===== config.mk =====
export PLATFORM = sky130hd
export DESIGN_NAME = inst_fetch_unit_flat
export DESIGN_NICKNAME = d
export VERILOG_FILES = /design/src/rtl/inst_fetch_unit_if.sv /design/src/rtl/inst_fetch_unit.sv /design/src/flat_wrapper.sv
export SDC_FILE = /design/constraint.sdc
export NUM_CORES = 1
export LEC_CHECK = 0
export ABC_AREA = 1
export BUFFER_PORTS_ARGS = -buffer_cell sky130_fd_sc_hd__clkbuf_2
export CAP_MARGIN = 40
export CELL_PAD_IN_SITES_DETAIL_PLACEMENT = 1
export CELL_PAD_IN_SITES_GLOBAL_PLACEMENT = 1
export CORE_MARGIN = 2
export CORE_UTILIZATION = 35
export DETAILED_ROUTE_END_ITERATION = 10
export PLACE_DENSITY = 0.85
export SYNTH_ARGS = -nofsm -noshare
export SYNTH_HDL_FRONTEND = slang
export SYNTH_SLANG_ARGS = --single-unit
export TNS_END_PERCENT = 50

===== constraint.sdc =====
create_clock -name clk -period 3.12 [get_ports clk]
set_clock_uncertainty 0.15 [all_clocks]
set_input_delay 0.624 -clock clk [delete_from_list [all_inputs] [get_ports clk]]
set_output_delay 0.624 -clock clk [all_outputs]
set_load 0.01 [all_outputs]

===== src/rtl/inst_fetch_unit_if.sv =====
// AXI4-Lite read-channel bundle between the instruction fetch unit (master)
// and instruction memory / crossbar (slave). Only AR and R are needed.
interface inst_fetch_unit_if #(
    parameter int ADDR_W = 32,
    parameter int DATA_W = 32
);
    logic [ADDR_W-1:0] araddr;
    logic              arvalid;
    logic              arready;
    logic [DATA_W-1:0] rdata;
    logic [1:0]        rresp;
    logic              rvalid;
    logic              rready;

    modport master (
        output araddr, arvalid, rready,
        input  arready, rdata, rresp, rvalid
    );

    modport slave (
        input  araddr, arvalid, rready,
        output arready, rdata, rresp, rvalid
    );
endinterface


===== src/rtl/inst_fetch_unit.sv =====
// Instruction fetch unit: accepts a PC from the PC unit, reads the 32-bit
// instruction over AXI4-Lite (one read outstanding), and hands instruction
// plus PC to decode over valid/ready. A flush during an in-flight read lets
// the AXI transaction finish but discards its data.
//
// Optional feature macro: IFU_FAULT_CHECK_EN
//   defined   -> misaligned PC faults without a bus access, and a non-OKAY
//                rresp returns inst=0 with inst_fault=1.
//   undefined -> inst_fault is always 0, rresp is ignored, misaligned PCs
//                are fetched as-is.
// DATA_W must stay 32; the parameter exists only for interface symmetry.
module inst_fetch_unit #(
    parameter int ADDR_W = 32,
    parameter int DATA_W = 32
) (
    input  logic              clk,
    input  logic              rst,
    input  logic [ADDR_W-1:0] pc,
    input  logic              pc_valid,
    output logic              pc_ready,
    input  logic              flush,
    inst_fetch_unit_if.master axi,
    output logic [DATA_W-1:0] inst,
    output logic [ADDR_W-1:0] inst_pc,
    output logic              inst_valid,
    input  logic              inst_ready,
    output logic              inst_fault
);

    typedef enum logic [1:0] {
        IDLE,
        AR,
        R,
        OUT
    } state_t;

    state_t            state_q, state_d;
    logic [ADDR_W-1:0] araddr_q, araddr_d;
    logic              arvalid_q, arvalid_d;
    logic              rready_q, rready_d;
    logic [DATA_W-1:0] inst_q, inst_d;
    logic [ADDR_W-1:0] inst_pc_q, inst_pc_d;
    logic              inst_valid_q, inst_valid_d;
    logic              fault_q, fault_d;
    logic              drop_q, drop_d;

`ifndef IFU_FAULT_CHECK_EN
    // Response code is deliberately ignored in this build.
    logic [1:0] rresp_unused;
    assign rresp_unused = axi.rresp;
`endif

    // Next-state and next-register-value logic for the fetch sequencer.
    always_comb begin
        // NOTE: every variable gets its hold value first so no path can leave
        // it unassigned; otherwise synthesis would infer a latch.
        state_d      = state_q;
        araddr_d     = araddr_q;
        arvalid_d    = arvalid_q;
        rready_d     = rready_q;
        inst_d       = inst_q;
        inst_pc_d    = inst_pc_q;
        inst_valid_d = inst_valid_q;
        fault_d      = fault_q;
        drop_d       = drop_q;

        unique case (state_q)
            IDLE: begin
                // A flush here is harmless: the pc offered alongside it is
                // the redirect target and is accepted normally.
                if (pc_valid) begin
`ifdef IFU_FAULT_CHECK_EN
                    if (pc[1:0] != 2'b00) begin
                        inst_d       = '0;
                        inst_pc_d    = pc;
                        fault_d      = 1'b1;
                        inst_valid_d = 1'b1;
                        state_d      = OUT;
                    end else begin
                        araddr_d  = pc;
                        arvalid_d = 1'b1;
                        state_d   = AR;
                    end
`else
                    araddr_d  = pc;
                    arvalid_d = 1'b1;
                    state_d   = AR;
`endif
                end
            end

            AR: begin
                // arvalid is never withdrawn; a flush only marks the result.
                if (flush) begin
                    drop_d = 1'b1;
                end
                if (arvalid_q && axi.arready) begin
                    arvalid_d = 1'b0;
                    rready_d  = 1'b1;
                    state_d   = R;
                end
            end

            R: begin
                if (flush) begin
                    drop_d = 1'b1;
                end
                if (axi.rvalid && rready_q) begin
                    rready_d = 1'b0;
                    // A flush coinciding with the data beat also discards it.
                    if (drop_q || flush) begin
                        drop_d  = 1'b0;
                        state_d = IDLE;
                    end else begin
                        inst_pc_d    = araddr_q;
                        inst_valid_d = 1'b1;
                        state_d      = OUT;
`ifdef IFU_FAULT_CHECK_EN
                        if (axi.rresp != 2'b00) begin
                            inst_d  = '0;
                            fault_d = 1'b1;
                        end else begin
                            inst_d  = axi.rdata;
                            fault_d = 1'b0;
                        end
`else
                        inst_d = axi.rdata;
`endif
                    end
                end
            end

            OUT: begin
                // Flush wins over a simultaneous inst_ready: not delivered.
                if (flush || inst_ready) begin
                    inst_valid_d = 1'b0;
                    fault_d      = 1'b0;
                    state_d      = IDLE;
                end
            end

            default: state_d = IDLE;
        endcase
    end

    // State and output registers with synchronous reset.
    always_ff @(posedge clk) begin
        // NOTE: non-blocking assignments so every register samples the
        // pre-edge values computed above, independent of statement order.
        if (rst) begin
            state_q      <= IDLE;
            araddr_q     <= '0;
            arvalid_q    <= 1'b0;
            rready_q     <= 1'b0;
            inst_q       <= '0;
            inst_pc_q    <= '0;
            inst_valid_q <= 1'b0;
            fault_q      <= 1'b0;
            drop_q       <= 1'b0;
        end else begin
            state_q      <= state_d;
            araddr_q     <= araddr_d;
            arvalid_q    <= arvalid_d;
            rready_q     <= rready_d;
            inst_q       <= inst_d;
            inst_pc_q    <= inst_pc_d;
            inst_valid_q <= inst_valid_d;
            fault_q      <= fault_d;
            drop_q       <= drop_d;
        end
    end

    assign pc_ready    = (state_q == IDLE);
    assign axi.araddr  = araddr_q;
    assign axi.arvalid = arvalid_q;
    assign axi.rready  = rready_q;
    assign inst        = inst_q;
    assign inst_pc     = inst_pc_q;
    assign inst_valid  = inst_valid_q;
    assign inst_fault  = fault_q;

endmodule


===== src/flat_wrapper.sv =====
// flat-port wrapper written by rule: the top's interface ports become plain ports
module inst_fetch_unit_flat 
#(
    parameter int ADDR_W = 32,
    parameter int DATA_W = 32
)
  (clk, rst, pc, pc_valid, pc_ready, flush, inst, inst_pc, inst_valid, inst_ready, inst_fault, axi_araddr, axi_arvalid, axi_rready, axi_arready, axi_rdata, axi_rresp, axi_rvalid);
  inst_fetch_unit_if #(.ADDR_W(ADDR_W), .DATA_W(DATA_W)) axi_i ();
  input  logic clk;
  input  logic rst;
  input  logic [ADDR_W-1:0] pc;
  input  logic pc_valid;
  output logic pc_ready;
  input  logic flush;
  output logic [DATA_W-1:0] inst;
  output logic [ADDR_W-1:0] inst_pc;
  output logic inst_valid;
  input  logic inst_ready;
  output logic inst_fault;
  output wire logic [$bits(axi_i.araddr)-1:0] axi_araddr;
  output wire logic [$bits(axi_i.arvalid)-1:0] axi_arvalid;
  output wire logic [$bits(axi_i.rready)-1:0] axi_rready;
  input wire logic [$bits(axi_i.arready)-1:0] axi_arready;
  input wire logic [$bits(axi_i.rdata)-1:0] axi_rdata;
  input wire logic [$bits(axi_i.rresp)-1:0] axi_rresp;
  input wire logic [$bits(axi_i.rvalid)-1:0] axi_rvalid;
  assign axi_araddr = axi_i.araddr;
  assign axi_arvalid = axi_i.arvalid;
  assign axi_rready = axi_i.rready;
  assign axi_i.arready = axi_arready;
  assign axi_i.rdata = axi_rdata;
  assign axi_i.rresp = axi_rresp;
  assign axi_i.rvalid = axi_rvalid;
  inst_fetch_unit #(.ADDR_W(ADDR_W), .DATA_W(DATA_W)) u_core (.clk(clk), .rst(rst), .pc(pc), .pc_valid(pc_valid), .pc_ready(pc_ready), .flush(flush), .axi(axi_i), .inst(inst), .inst_pc(inst_pc), .inst_valid(inst_valid), .inst_ready(inst_ready), .inst_fault(inst_fault));
endmodule

=== Yosys cells after proc, flatten, opt, wreduce, memory -nomap -nowiden ===
Cells that the tools add are included.

* Word-level logic and storage cells: 51
* Bits of input ports: 73
* Bits in registers: 102
* Output and inout port bits: 101

* Bitwise operators: 1
* Multiplexer cells: 20
* Reductions and logical operators: 14
* Equality and inequality tests: 8

{| class="wikitable"
|+ Operators with widths
! cell !! count
|-
| 1-bit 2-to-1 mux || 10
|-
| 2-bit 2-to-1 mux || 5
|-
| 3-bit AND reduction || 3
|-
| 1-bit one-hot mux with 2 select lines || 4
|-
| 2-bit one-hot mux with 4 select lines || 1
|-
| 4-bit AND reduction || 2
|-
| 2-bit by 1-bit != test with 1-bit output, second input constant || 3
|-
| 2-bit nonzero test || 3
|-
| 2-bit == test, second input constant || 2
|-
| 2-bit != test, second input constant || 2
|-
| 2-bit by 1-bit == test with 1-bit output, second input constant || 1
|-
| 1-bit logical AND || 2
|-
| 2-bit zero test || 1
|-
| 1-bit logical OR || 2
|-
| 2-bit AND reduction || 1
|-
| 1-bit inverter || 1
|}

=== Depth between registers and ports, before layout ===
Gate-level depths: netlist of run 1.

* Depth in word-level cells: 4
* Depth in mapped cells: 8
* Depth with buffers taken out: 8

=== Worst setup path after synthesis of run 1 ===
Ideal clock, no wire load.

* Path kind: input -> register
* From: input flush
* To: register u_core.inst_q[0] (netlist: u_core.inst[0])
* Slack: 1547 ps
* Arrival: 1309 ps
* Cell stages on the path: 7
* Buffers on the path: 1
* Data required time: 2857 ps
* Setup time: 113 ps
* Cells stage by stage: nor2_2 nand2_2 nor2_4 inv_2 buf_2 nor2_1 nor2_1

* Longest elaborated chain between the ends: 3

{| class="wikitable"
|+ Ends and longest elaborated chain
! what !! line !! RTL
|-
| start: declaration || flat_wrapper.sv:14 || <nowiki>input logic flush;</nowiki>
|-
| 1-bit logical OR || inst_fetch_unit.sv:111 || <nowiki>if (drop_q || flush) begin</nowiki>
|-
| 1-bit inverter (no source line) || -- ||
|-
| 3-bit AND reduction (no source line) || -- ||
|-
| end signal: assignment || inst_fetch_unit.sv:165 || <nowiki>inst_q <= inst_d;</nowiki>
|-
| end: declaration || inst_fetch_unit.sv:41 || <nowiki>logic [DATA_W-1:0] inst_q, inst_d;</nowiki>
|}

No other way between the ends.
A chain may end at the register's enable or synchronous reset.

=== Final worst setup path of run 1 ===
* From: register u_core.state_q[0]
* To: output pc_ready

* Longest elaborated chain between the ends: 1

{| class="wikitable"
|+ Ends and longest elaborated chain
! what !! line !! RTL
|-
| start: declaration || inst_fetch_unit.sv:37 || <nowiki>state_t state_q, state_d;</nowiki>
|-
| start signal: assignment || inst_fetch_unit.sv:161 || <nowiki>state_q <= state_d;</nowiki>
|-
| 2-bit zero test || inst_fetch_unit.sv:173 || <nowiki>assign pc_ready = (state_q == IDLE);</nowiki>
|-
| end: declaration || flat_wrapper.sv:13 || <nowiki>output logic pc_ready;</nowiki>
|}

No other way between the ends.

==> impl_metrics.csv, run 1 <==
group,metric,value,unit
synth,synth_area_leader,"sky130_fd_sc_hd__dfxtp_1",
grt,grt_overflow_total,0,
placed_design,gp_routability_congestion,0.792,
detailed_routing,avgRoutedWirePerCell,14.5,um
finish,final_layout_size_suffix_gt1_share,30.8,%
synth,yosys_register_bits,102,
synth,synthMostInstantiatedCell,"sky130_fd_sc_hd__nor2_1",
cts,cts.repair.resized,0,
worst_setup_path,cp_num_buf_inv,2,
worst_setup_path,timing.critical_path.required,2.35,ns
finish,areaGrowthSynthToFinish,26.8,%
detailed_routing,first_iter_violations,143,
power,peakVddDrop,0.244,mV
grt,grt_pass1_vias,3757,
detailed_routing,via_per_inst,4.76,
synth,yosys_most_used_dff,"sky130_fd_sc_hd__dfxtp_1",
timing,final_max_slew_viol_count,0,
die,initial_utilization,35.6,%
min_path,hp-start,"rst",
worst_setup_path,worst_ep_arrival,1.32,ns
worst_setup_path,critical_path.startpoint_type,"register",
cts,cts.root.buffer_cell,"sky130_fd_sc_hd__clkbuf_8",
timing,final_period_minus_worst_setup_slack,2.09,ns
synth,mappedNetlistArea,3830,sq um
cts,clkSinkCount,102,
placed_design,port-buffer-count,170,
grt,antenna_found_initial,0,
synth,mappedNetlistNets,563,
worst_setup_path,worst_path_dominant_cell_family,"flip-flops",
worst_setup_path,timing.critical_path.fanout_max,5,
detailed_routing,drt_pre_antenna_iters,4,
detailed_routing,antenna_violating_nets_post_route,0,
cts,cts.hold.buffers_added,0,
timing,sum_of_negative_setup_slack,0,ns
timing,hold_viol_final,0,
synth,yosys-top-cells-area,"sky130_fd_sc_hd__dfxtp_1, sky130_fd_sc_hd__nor2_1, sky130_fd_sc_hd__o21ai_1",
die,fp.dieH,109,um
synth,post_synth_most_frequent_cells,"sky130_fd_sc_hd__nor2_1, sky130_fd_sc_hd__dfxtp_1, sky130_fd_sc_hd__o21ai_1, sky130_fd_sc_hd__o21ai_0, sky130_fd_sc_hd__nand2_1",
synth,post_synth.cell_area_avg,7.91,sq um
worst_setup_path,worst-setup-path-type,"reg -> out",
worst_setup_path,worst_setup_path_end_kind,"output port",
cts,clock_latency,0.35,ns
worst_setup_path,timing.critical_path.from,"u_core.state_q[0]",
timing,slew-limit-headroom,50.9,%
worst_setup_path,crit_chain,"inv_1, ha_1, clkbuf_2",
status,outcome,"completed",
worst_setup_path,r2r-start,"u_core.state_q[0]",
synth,synth-async-reset-ratio,0,%
grt,grt_start_max_net_pins,65,
timing,clock.fmax,0.478,GHz
die,die_width,109,um
timing,timing.final.setup_violations,0,
grt,grt_util_all_layers,19.4,%
detailed_routing,num_vias,3744,
cts,clk_transition_reported_paths,0.09,ns
cts,tritoncts_clock_tree,"done",
cts,cts_setup_buffers,0,
synth,synth-edff-count,0,
grt,wire_length_of_the_first_global_routing_pass,17900,um
min_path,min_path_type,"in -> reg",
synth,synth-warning-count,0,
cts,h-tree-depth,3,
die,die_area,11800,sq um
cts,number_of_clock_buffers_inserted_by_tritoncts,9,
synth,netlist-cell-type-count,21,
power,post-layout-total-power,3.27,mW
detailed_routing,remaining_drc_errors,0,
timing,max_slew.worst_pin.slew,0.737,ns
die,boundaryPins,174,
detailed_routing,wl,11400,um
run,maxCapViolations,0,
synth,netlist_instances,484,
worst_setup_path,worst_path_max_delay_cell,"sky130_fd_sc_hd__dfxtp_1",
finish,num-nets-final,720,
synth,synthDominantCellAreaShare,53.3,%
timing,final_min_period_over_clock_period,67.1,%
timing,grt_setup_unrepaired,"no",
cts,cts_max_path_buffers,2,
die,core_area,10700,sq um
die,placementRows,38,
finish,num_antenna_cells,0,
placed_design,dpl.hpwl,8290,um
worst_setup_path,max_stage_delay,0.41,ns
power,ratio_of_total_power_to_cell_area,674,nW/um^2
power,leakagePower,2.52,nW
synth,synth_sequential_area_ratio,53.3,%
## final timing paths
path                                      endpoint  cells after the start  slack, ns
worst max-delay path                      pc_ready                      3       1.03
worst min-delay path             u_core.axi.rready                      2       0.30
worst max register to register  u_core.inst_pc[27]                      7       1.04
worst min register to register  u_core.axi.arvalid                      2       0.33
## layout by cell type (no fill, tap or decap)
master / Yosys / routed
sky130_fd_sc_hd__nor2_1: 199 / 199
sky130_fd_sc_hd__clkbuf_2: 0 / 170
sky130_fd_sc_hd__dfxtp_1: 102 / 102
sky130_fd_sc_hd__o21ai_1: 59 / 59
sky130_fd_sc_hd__o21ai_0: 41 / 41
sky130_fd_sc_hd__nand2_1: 21 / 21
sky130_fd_sc_hd__inv_1: 10 / 9
sky130_fd_sc_hd__clkbuf_8: 0 / 9
sky130_fd_sc_hd__ha_1: 6 / 6
sky130_fd_sc_hd__buf_4: 1 / 6
sky130_fd_sc_hd__a21oi_1: 5 / 5
sky130_fd_sc_hd__nand3_1: 3 / 3
sky130_fd_sc_hd__clkinv_2: 0 / 3
sky130_fd_sc_hd__inv_2: 1 / 2
sky130_fd_sc_hd__inv_6: 0 / 2
sky130_fd_sc_hd__nor2_2: 1 / 1
sky130_fd_sc_hd__nand2_2: 1 / 1
sky130_fd_sc_hd__nor2_4: 1 / 1
sky130_fd_sc_hd__o21ai_2: 1 / 1
sky130_fd_sc_hd__o21bai_1: 1 / 1
sky130_fd_sc_hd__conb_1: 1 / 1
sky130_fd_sc_hd__clkinvlp_4: 0 / 1
sky130_fd_sc_hd__bufinv_16: 0 / 1
sky130_fd_sc_hd__buf_12: 7 / 1
## sequential cells by signal, indices dropped and copies added (netlist names)
name	flops
u_core.axi.araddr	32
u_core.state_q	2
u_core.inst	32
u_core.inst_valid	1
u_core.drop_q	1
u_core.axi.arvalid	1
u_core.inst_pc	32
u_core.axi.rready	1
## through the flow
stage	std cells	utilization [%]	worst slack [ns]	cell area [sq um]	hold WS, ns
CTS	786	45.2	1.01	4850	0.276
floorplan	484	-	1.55	3830	0.329
detailed placement	770	43.4	0.873	4660	0.311
global route	786	45.2	0.823	4850	0.285
finish	786	45.2	1.03	4850	0.300
global placement	769	43.2	0.898	4640	0.307
## worst register-to-register path, cell delays in order, from the launching register on
cell,delay [ns]
sky130_fd_sc_hd__dfxtp_1,0.36
sky130_fd_sc_hd__inv_1,0.15
sky130_fd_sc_hd__ha_1,0.24
sky130_fd_sc_hd__nand2_2,0.10
sky130_fd_sc_hd__nor2_4,0.11
sky130_fd_sc_hd__buf_4,0.60
sky130_fd_sc_hd__o21ai_0,0.20
sky130_fd_sc_hd__nor2_1,0.12
## layer usage
| metal | track usage, % | part of all wire, % | up-vias |
|---|---|---|---|
| met5 | 0 | 0 | - |
| met4 | 7.51 | 1.7 | 0 |
| met3 | 6.57 | 8.6 | 16 |
| met2 | 33.1 | 48 | 128 |
| met1 | 22.3 | 42 | 1743 |
| li1 | - | - | 1857 |
## power by group
part           total (mW)  internal [mW]  switching, mW
Clock               0.834          0.373          0.461
Sequential           1.58           1.46          0.122
Combinational       0.858          0.314          0.544
Total                3.27           2.14           1.13
## cell families after synthesis
| group | Yosys count | synth area share [%] |
|---|---|---|
| adder cells (fa/ha/maj) | 6 | 1.96 |
| AO/OA/AOI/OAI | 107 | 14.2 |
| AND/OR/NAND/NOR | 226 | 22.6 |
| other | 1 | 0.0979 |
| flip-flops | 102 | 53.3 |
| buffers and inverters | 42 | 7.88 |
## final cells by class
cell class / instances / area, sq um
inverter: 11 / 41.3
sequential: 102 / 2040
clock buffer: 9 / 124
multi-input combinational: 340 / 1490
timing repair buffer: 177 / 916
tap: 140 / 175
fill: 1426 / 5890
clock inverter: 7 / 70.1
Power figures use the tool's default switching activity.
==> run 2: changes to the inputs <==
--- a/config.mk
+++ b/config.mk
@@ -11,9 +11,9 @@
 export CELL_PAD_IN_SITES_DETAIL_PLACEMENT = 1
 export CELL_PAD_IN_SITES_GLOBAL_PLACEMENT = 1
 export CORE_MARGIN = 2
-export CORE_UTILIZATION = 35
+export CORE_UTILIZATION = 29
 export DETAILED_ROUTE_END_ITERATION = 10
-export PLACE_DENSITY = 0.85
+export PLACE_DENSITY = 0.75
 export SYNTH_ARGS = -nofsm -noshare
 export SYNTH_HDL_FRONTEND = slang
 export SYNTH_SLANG_ARGS = --single-unit
==> constraint.sdc (replaced) <==
create_clock -name clk -period 1.7 [get_ports clk]
set_clock_uncertainty 0.15 [all_clocks]
set_input_delay 0.34 -clock clk [delete_from_list [all_inputs] [get_ports clk]]
set_output_delay 0.34 -clock clk [all_outputs]
set_load 0.01 [all_outputs]
==> impl_metrics.csv, run 2 (same netlist as run 1, synthesis figures left out) <==
group,metric,value,unit
grt,wire_length_of_the_first_global_routing_pass,18900,um
grt,grt_start_max_net_pins,65,
detailed_routing,wl,11600,um
worst_setup_path,timing.critical_path.required,1.21,ns
finish,fillers,1629,
detailed_routing,num_vias,3746,
finish,post_layout_nonfiller_instances,827,
worst_setup_path,timing.critical_path.fanout_max,5,
die,die_area,14100,sq um
die,core_area,12800,sq um
power,peakVddDrop,0.461,mV
grt,grt_overflow_total,0,
cts,tritoncts_clock_tree,"done",
finish,final_design_area_no_fill,5120,sq um
run,maxCapViolations,0,
placed_design,pre_cts_ws,0.000430,ns
worst_setup_path,worst-setup-path-type,"reg -> out",
cts,clk_transition_reported_paths,0.06,ns
finish,final_common_cell,"sky130_fd_sc_hd__nor2_1",
cts,cts.root.buffer_cell,"sky130_fd_sc_hd__clkbuf_16",
timing,grt_setup_unrepaired,"yes",
grt,grt_util_all_layers,16.6,%
placed_design,dpl-instance-area,4800,sq um
cts,clkSinkCount,102,
die,placementRows,41,
cts,clock_latency,0.34,ns
detailed_routing,drt_pre_antenna_iters,4,
die,fp.dieH,119,um
timing,clock.fmax,0.614,GHz
finish,most-common-layout-cells,"sky130_fd_sc_hd__nor2_1, sky130_fd_sc_hd__clkbuf_2, sky130_fd_sc_hd__dfxtp_1",
cts,h-tree-depth,3,
timing,hold_viol_final,0,
cts,cts.hold.buffers_added,0,
placed_design,gp_routability_congestion,0.800,
power,ratio_of_total_power_to_cell_area,1260,nW/um^2
grt,grt_pass1_vias,3780,
min_path,min_path_type,"in -> reg",
placed_design,post-place-cells,809,
worst_setup_path,worst_setup_path_end_kind,"output port",
detailed_routing,via_per_inst,4.53,
detailed_routing,first_iter_violations,131,
die,initial_utilization,30.0,%
cts,cts_max_path_buffers,2,
timing,final_period_minus_worst_setup_slack,1.63,ns
finish,final_layout_size_suffix_gt1_share,31.8,%
timing,final_min_period_over_clock_period,95.8,%
worst_setup_path,worst_ep_arrival,1.14,ns
timing,timing.final.setup_violations,0,
timing,worst_slack,0.0707,ns
detailed_routing,antenna_violating_nets_post_route,0,
detailed_routing,remaining_drc_errors,0,
die,die_width,119,um
placed_design,dpl.hpwl,8380,um
placed_design,port-buffer-count,170,
worst_setup_path,critical_path.startpoint_type,"register",
finish,areaGrowthSynthToFinish,33.9,%
power,leakagePower,2.61,nW
finish,num-nets-final,728,
cts,number_of_clock_buffers_inserted_by_tritoncts,9,
timing,final_max_slew_viol_count,0,
die,boundaryPins,174,
status,outcome,"completed",
grt,antenna_found_initial,1,
detailed_routing,avgRoutedWirePerCell,14.0,um
[run 2: cell count changes in the layout (fill, tap and decap cells not counted), moves of 2 or more]
| cell | before | now |
|---|---|---|
| sky130_fd_sc_hd__inv_2 | 2 | 4 |
| sky130_fd_sc_hd__clkinv_2 | 3 | 1 |
| sky130_fd_sc_hd__inv_6 | 2 | 0 |
| sky130_fd_sc_hd__buf_12 | 1 | 5 |
| sky130_fd_sc_hd__clkbuf_16 | 0 | 9 |
| sky130_fd_sc_hd__ha_1 | 6 | 4 |
| sky130_fd_sc_hd__clkbuf_1 | 0 | 5 |
| sky130_fd_sc_hd__buf_6 | 0 | 3 |
| sky130_fd_sc_hd__clkbuf_8 | 9 | 1 |
| sky130_fd_sc_hd__inv_1 | 9 | 7 |
[run 2: routing by layer]
metal	share of wire [%]	global-route usage, %
met1	44	20.7
met2	47	27.1
met3	6.3	4.45
met4	1.9	6.55
met5	0	0
[run 2: final timing paths]
kind,start,to,slack [ns],depth (start not counted)
worst min register to register,u_core.axi.arvalid,u_core.axi.arvalid,0.33,2
worst max-delay path,u_core.state_q[1],pc_ready,0.07,3
worst min-delay path,rst,u_core.axi.rready,0.06,2
worst max register to register,u_core.state_q[0],u_core.inst_pc[11],0.13,8
[run 2: through the flow]
stage	TNS [ns]	utilization [%]	hold slack [ns]	power (mW)
6_report	0	40.1	0.0595	6.47
3_3_place_gp	0	37.6	0.303	4.51
3_5_place_dp	0	37.6	0.322	4.61
2_1_floorplan	0	-	0.259	3.90
5_1_grt	-0.00901	40.1	0.0549	6.90
4_1_cts	0	39.9	0.0415	6.54
[run 2: final cells by class]
class                      instances  area, sq um  share of cell area, %
tap                              172          215                   4.20
antenna                            1         2.50                 0.0488
sequential                       102         2040                   39.9
multi-input combinational        340         1500                   29.3
clock inverter                     1         5.00                 0.0977
timing repair buffer             185         1060                   20.6
inverter                          11         41.3                  0.806
clock buffer                      15          258                   5.03
[run 2: what timing repair did]
item | 4_1_cts | 5_1_grt
gates cloned | 0 | 0
endpoints found under the hold margin | 0 | 0
resized for setup | 5 | 6
pin swaps | 1 | 1
setup endpoints to repair | 4 | 40
setup buffers | 1 | 0
[run 2: power breakdown]
| group | leakage [nW] | internal (mW) | switching (mW) |
|---|---|---|---|
| Combinational | 1.65 | 0.650 | 1.04 |
| Clock | 0.128 | 1.03 | 0.844 |
| Sequential | 0.830 | 2.68 | 0.222 |
| Total | 2.61 | 4.37 | 2.10 |
[run 2: critical path, cell delays in order, from the launching register on]
cell and delay, ns:
sky130_fd_sc_hd__dfxtp_2 0.36, sky130_fd_sc_hd__inv_2 0.10, sky130_fd_sc_hd__ha_2 0.21, sky130_fd_sc_hd__clkbuf_2 0.14
==> run 3: changes to the inputs <==
--- a/config.mk
+++ b/config.mk
@@ -14,6 +14,7 @@
 export CORE_UTILIZATION = 29
 export DETAILED_ROUTE_END_ITERATION = 10
 export PLACE_DENSITY = 0.75
+export SETUP_SLACK_MARGIN = 0.15
 export SYNTH_ARGS = -nofsm -noshare
 export SYNTH_HDL_FRONTEND = slang
 export SYNTH_SLANG_ARGS = --single-unit
==> impl_metrics.csv, run 3 (same netlist as run 1, synthesis figures left out) <==
group,metric,value,unit
status,outcome,"completed",
timing,clock.fmax,0.612,GHz
worst_setup_path,r2r-start,"u_core.state_q[0]",
cts,cts_max_path_buffers,2,
grt,grtUsageMet3,4.60,%
die,core_area,12800,sq um
cts,h-tree-depth,3,
cts,cts.hold.buffers_added,0,
power,ratio_of_total_power_to_cell_area,1260,nW/um^2
power,power.net_switching,2.43,mW
grt,antenna_found_initial,1,
detailed_routing,first_iter_violations,111,
power,internal-power,4.70,mW
timing,final_min_period_over_clock_period,96.1,%
grt,grt_pass1_vias,3887,
worst_setup_path,timing.reg2reg.setup_slack,0.10,ns
grt,grt_overflow_total,0,
placed_design,dpl-instance-area,4800,sq um
die,boundaryPins,174,
timing,final_period_minus_worst_setup_slack,1.63,ns
worst_setup_path,worstReg2RegEnd,"u_core.inst_pc[11]",
worst_setup_path,critical_path.startpoint_type,"register",
finish,num-nets-final,746,
die,fp.dieH,119,um
finish,fillers,1587,
worst_setup_path,timing.critical_path.from,"u_core.state_q[0]",
detailed_routing,num_vias,3909,
run,maxCapViolations,0,
detailed_routing,wl,13400,um
worst_setup_path,cp-endpoint,"pc_ready",
finish,final_layout_size_suffix_gt1_share,41.2,%
cts,clock_latency,0.35,ns
detailed_routing,drt_pre_antenna_iters,4,
cts,tritoncts_clock_tree,"done",
die,initial_utilization,30.0,%
finish,most-common-layout-cells,"sky130_fd_sc_hd__nor2_1, sky130_fd_sc_hd__clkbuf_2, sky130_fd_sc_hd__dfxtp_1",
worst_setup_path,timing.critical_path.required,1.21,ns
power,p_seq_share,41.3,%
power,peakVddDrop,0.480,mV
worst_setup_path,worst-setup-path-type,"reg -> out",
detailed_routing,via_per_inst,4.63,
cts,clkSinkCount,102,
finish,final_design_area_no_fill,5680,sq um
worst_setup_path,worst_path_dominant_cell_family,"flip-flops",
timing,final_max_slew_viol_count,0,
die,die_width,119,um
power,power.share.combinational,32.1,%
power,leakagePower,2.77,nW
placed_design,port-buffer-count,170,
worst_setup_path,max_stage_delay,0.36,ns
power,power_switching_share,34.1,%
worst_setup_path,crit_chain,"inv_4, buf_6, ha_4, buf_6",
worst_setup_path,cp_num_buf_inv,3,
timing,hold_viol_final,0,
cts,number_of_clock_buffers_inserted_by_tritoncts,9,
cts,cts.root.buffer_cell,"sky130_fd_sc_hd__clkbuf_16",
finish,areaGrowthSynthToFinish,48.4,%
worst_setup_path,worst_setup_path_end_kind,"output port",
finish,multi_input_comb_area,1720,sq um
worst_setup_path,worst_path_max_delay_cell,"sky130_fd_sc_hd__dfxtp_2",
placed_design,dpl.hpwl,8380,um
detailed_routing,remaining_drc_errors,0,
detailed_routing,avgRoutedWirePerCell,15.9,um
timing,grt_setup_unrepaired,"yes",
worst_setup_path,cp_num_cells,4,
worst_setup_path,reg2regPathDepth,9,
grt,grt-busiest-layer,"met2",
die,die_area,14100,sq um
finish,final_common_cell,"sky130_fd_sc_hd__nor2_1",
power,share_clk_of_total_power,26.6,%
timing,sum_of_negative_setup_slack,0,ns
detailed_routing,antenna_violating_nets_post_route,0,
min_path,min_path_type,"in -> reg",
finish,register_area,2050,sq um
grt,grt_start_max_net_pins,65,
die,placementRows,41,
timing,timing.final.setup_violations,0,
worst_setup_path,timing.critical_path.fanout_max,3,
grt,met1_grt_util,21.3,%
grt,grt_util_all_layers,17.3,%
cts,clk_transition_reported_paths,0.07,ns
placed_design,gp_routability_congestion,0.800,
worst_setup_path,path_common_cell,"sky130_fd_sc_hd__buf_6",
grt,grt_use_met2,28.7,%
grt,wire_length_of_the_first_global_routing_pass,19600,um
worst_setup_path,worst_ep_arrival,1.14,ns
run 3: cell types whose count changed in the layout (fill, tap and decap cells not counted), sizes merged:
cell    previous run  this run
buf               15        30
clkbuf           185       188
run 3: worst min-delay path by stage:
| stage | from | end | cells after the start | slack, ns |
|---|---|---|---|---|
| detailed placement | u_core.axi.arvalid | u_core.axi.arvalid | 2 | 0.32 |
| finish | rst | u_core.axi.rready | 2 | 0.06 |
| floorplan | rst | u_core.axi.rready | 1 | 0.26 |
| global placement | u_core.axi.arvalid | u_core.axi.arvalid | 2 | 0.30 |
| global route | rst | u_core.axi.rready | 2 | 0.05 |
| CTS | rst | u_core.axi.rready | 2 | 0.04 |
run 3: area by class of cell:
type                    instances  area share [%]
diodes                          1          0.0441
clock buffers                  15            4.54
clock inverters                 1          0.0881
inverters                      11           0.947
multi-input cells             340            30.4
flip-flops and latches        102            36.1
well taps                     172            3.79
repair buffers                203            24.2
run 3: repair_timing:
item | in CTS | in global routing
endpoints found under the hold margin | 0 | 0
pin swaps | 3 | 20
gates resized for setup | 21 | 80
cloned | 2 | 5
setup buffers | 6 | 6
setup endpoints to repair | 87 | 101
run 3: power groups by stage:
stage / clock, mW / combinational (mW) / sequential (mW)
6_report: 1.90 / 2.29 / 2.95
3_3_place_gp: 0 / 1.59 / 2.92
3_5_place_dp: 0 / 1.66 / 2.95
2_1_floorplan: 0 / 0.864 / 3.03
4_1_cts: 1.96 / 1.80 / 2.92
5_1_grt: 2.06 / 2.51 / 2.99
run 3: through the flow:
| step | power (mW) | hold slack, ns | utilization, % | worst slack, ns | cells |
|---|---|---|---|---|---|
| 5_1_grt | 7.55 | 0.0490 | 44.5 | 0.0248 | 844 |
| 4_1_cts | 6.67 | 0.0415 | 41.2 | 0.0646 | 833 |
| 3_5_place_dp | 4.61 | 0.322 | 37.6 | 0.000430 | 809 |
| 2_1_floorplan | 3.90 | 0.259 | - | 0.191 | 484 |
| 6_report | 7.13 | 0.0609 | 44.5 | 0.0655 | 845 |
| 3_3_place_gp | 4.51 | 0.303 | 37.6 | 0.111 | 809 |
run 3: worst reg2reg max path: stages (launching register included):
cell and delay [ns]:
sky130_fd_sc_hd__dfxtp_2 0.34, sky130_fd_sc_hd__inv_4 0.07, sky130_fd_sc_hd__ha_4 0.14, sky130_fd_sc_hd__nand2_4 0.06, sky130_fd_sc_hd__nor2_4 0.15, sky130_fd_sc_hd__buf_12 0.14
sky130_fd_sc_hd__buf_12 0.13, sky130_fd_sc_hd__clkbuf_16 0.15, sky130_fd_sc_hd__o21ai_1 0.06, sky130_fd_sc_hd__nor2_1 0.13
run 3: layer usage:
| metal | wire [um] | part of all wire [%] |
|---|---|---|
| met3 | 823 | 6.1 |
| met5 | 0 | 0 |
| met4 | 379 | 2.8 |
| met1 | 5650 | 42 |
| met2 | 6580 | 49 |
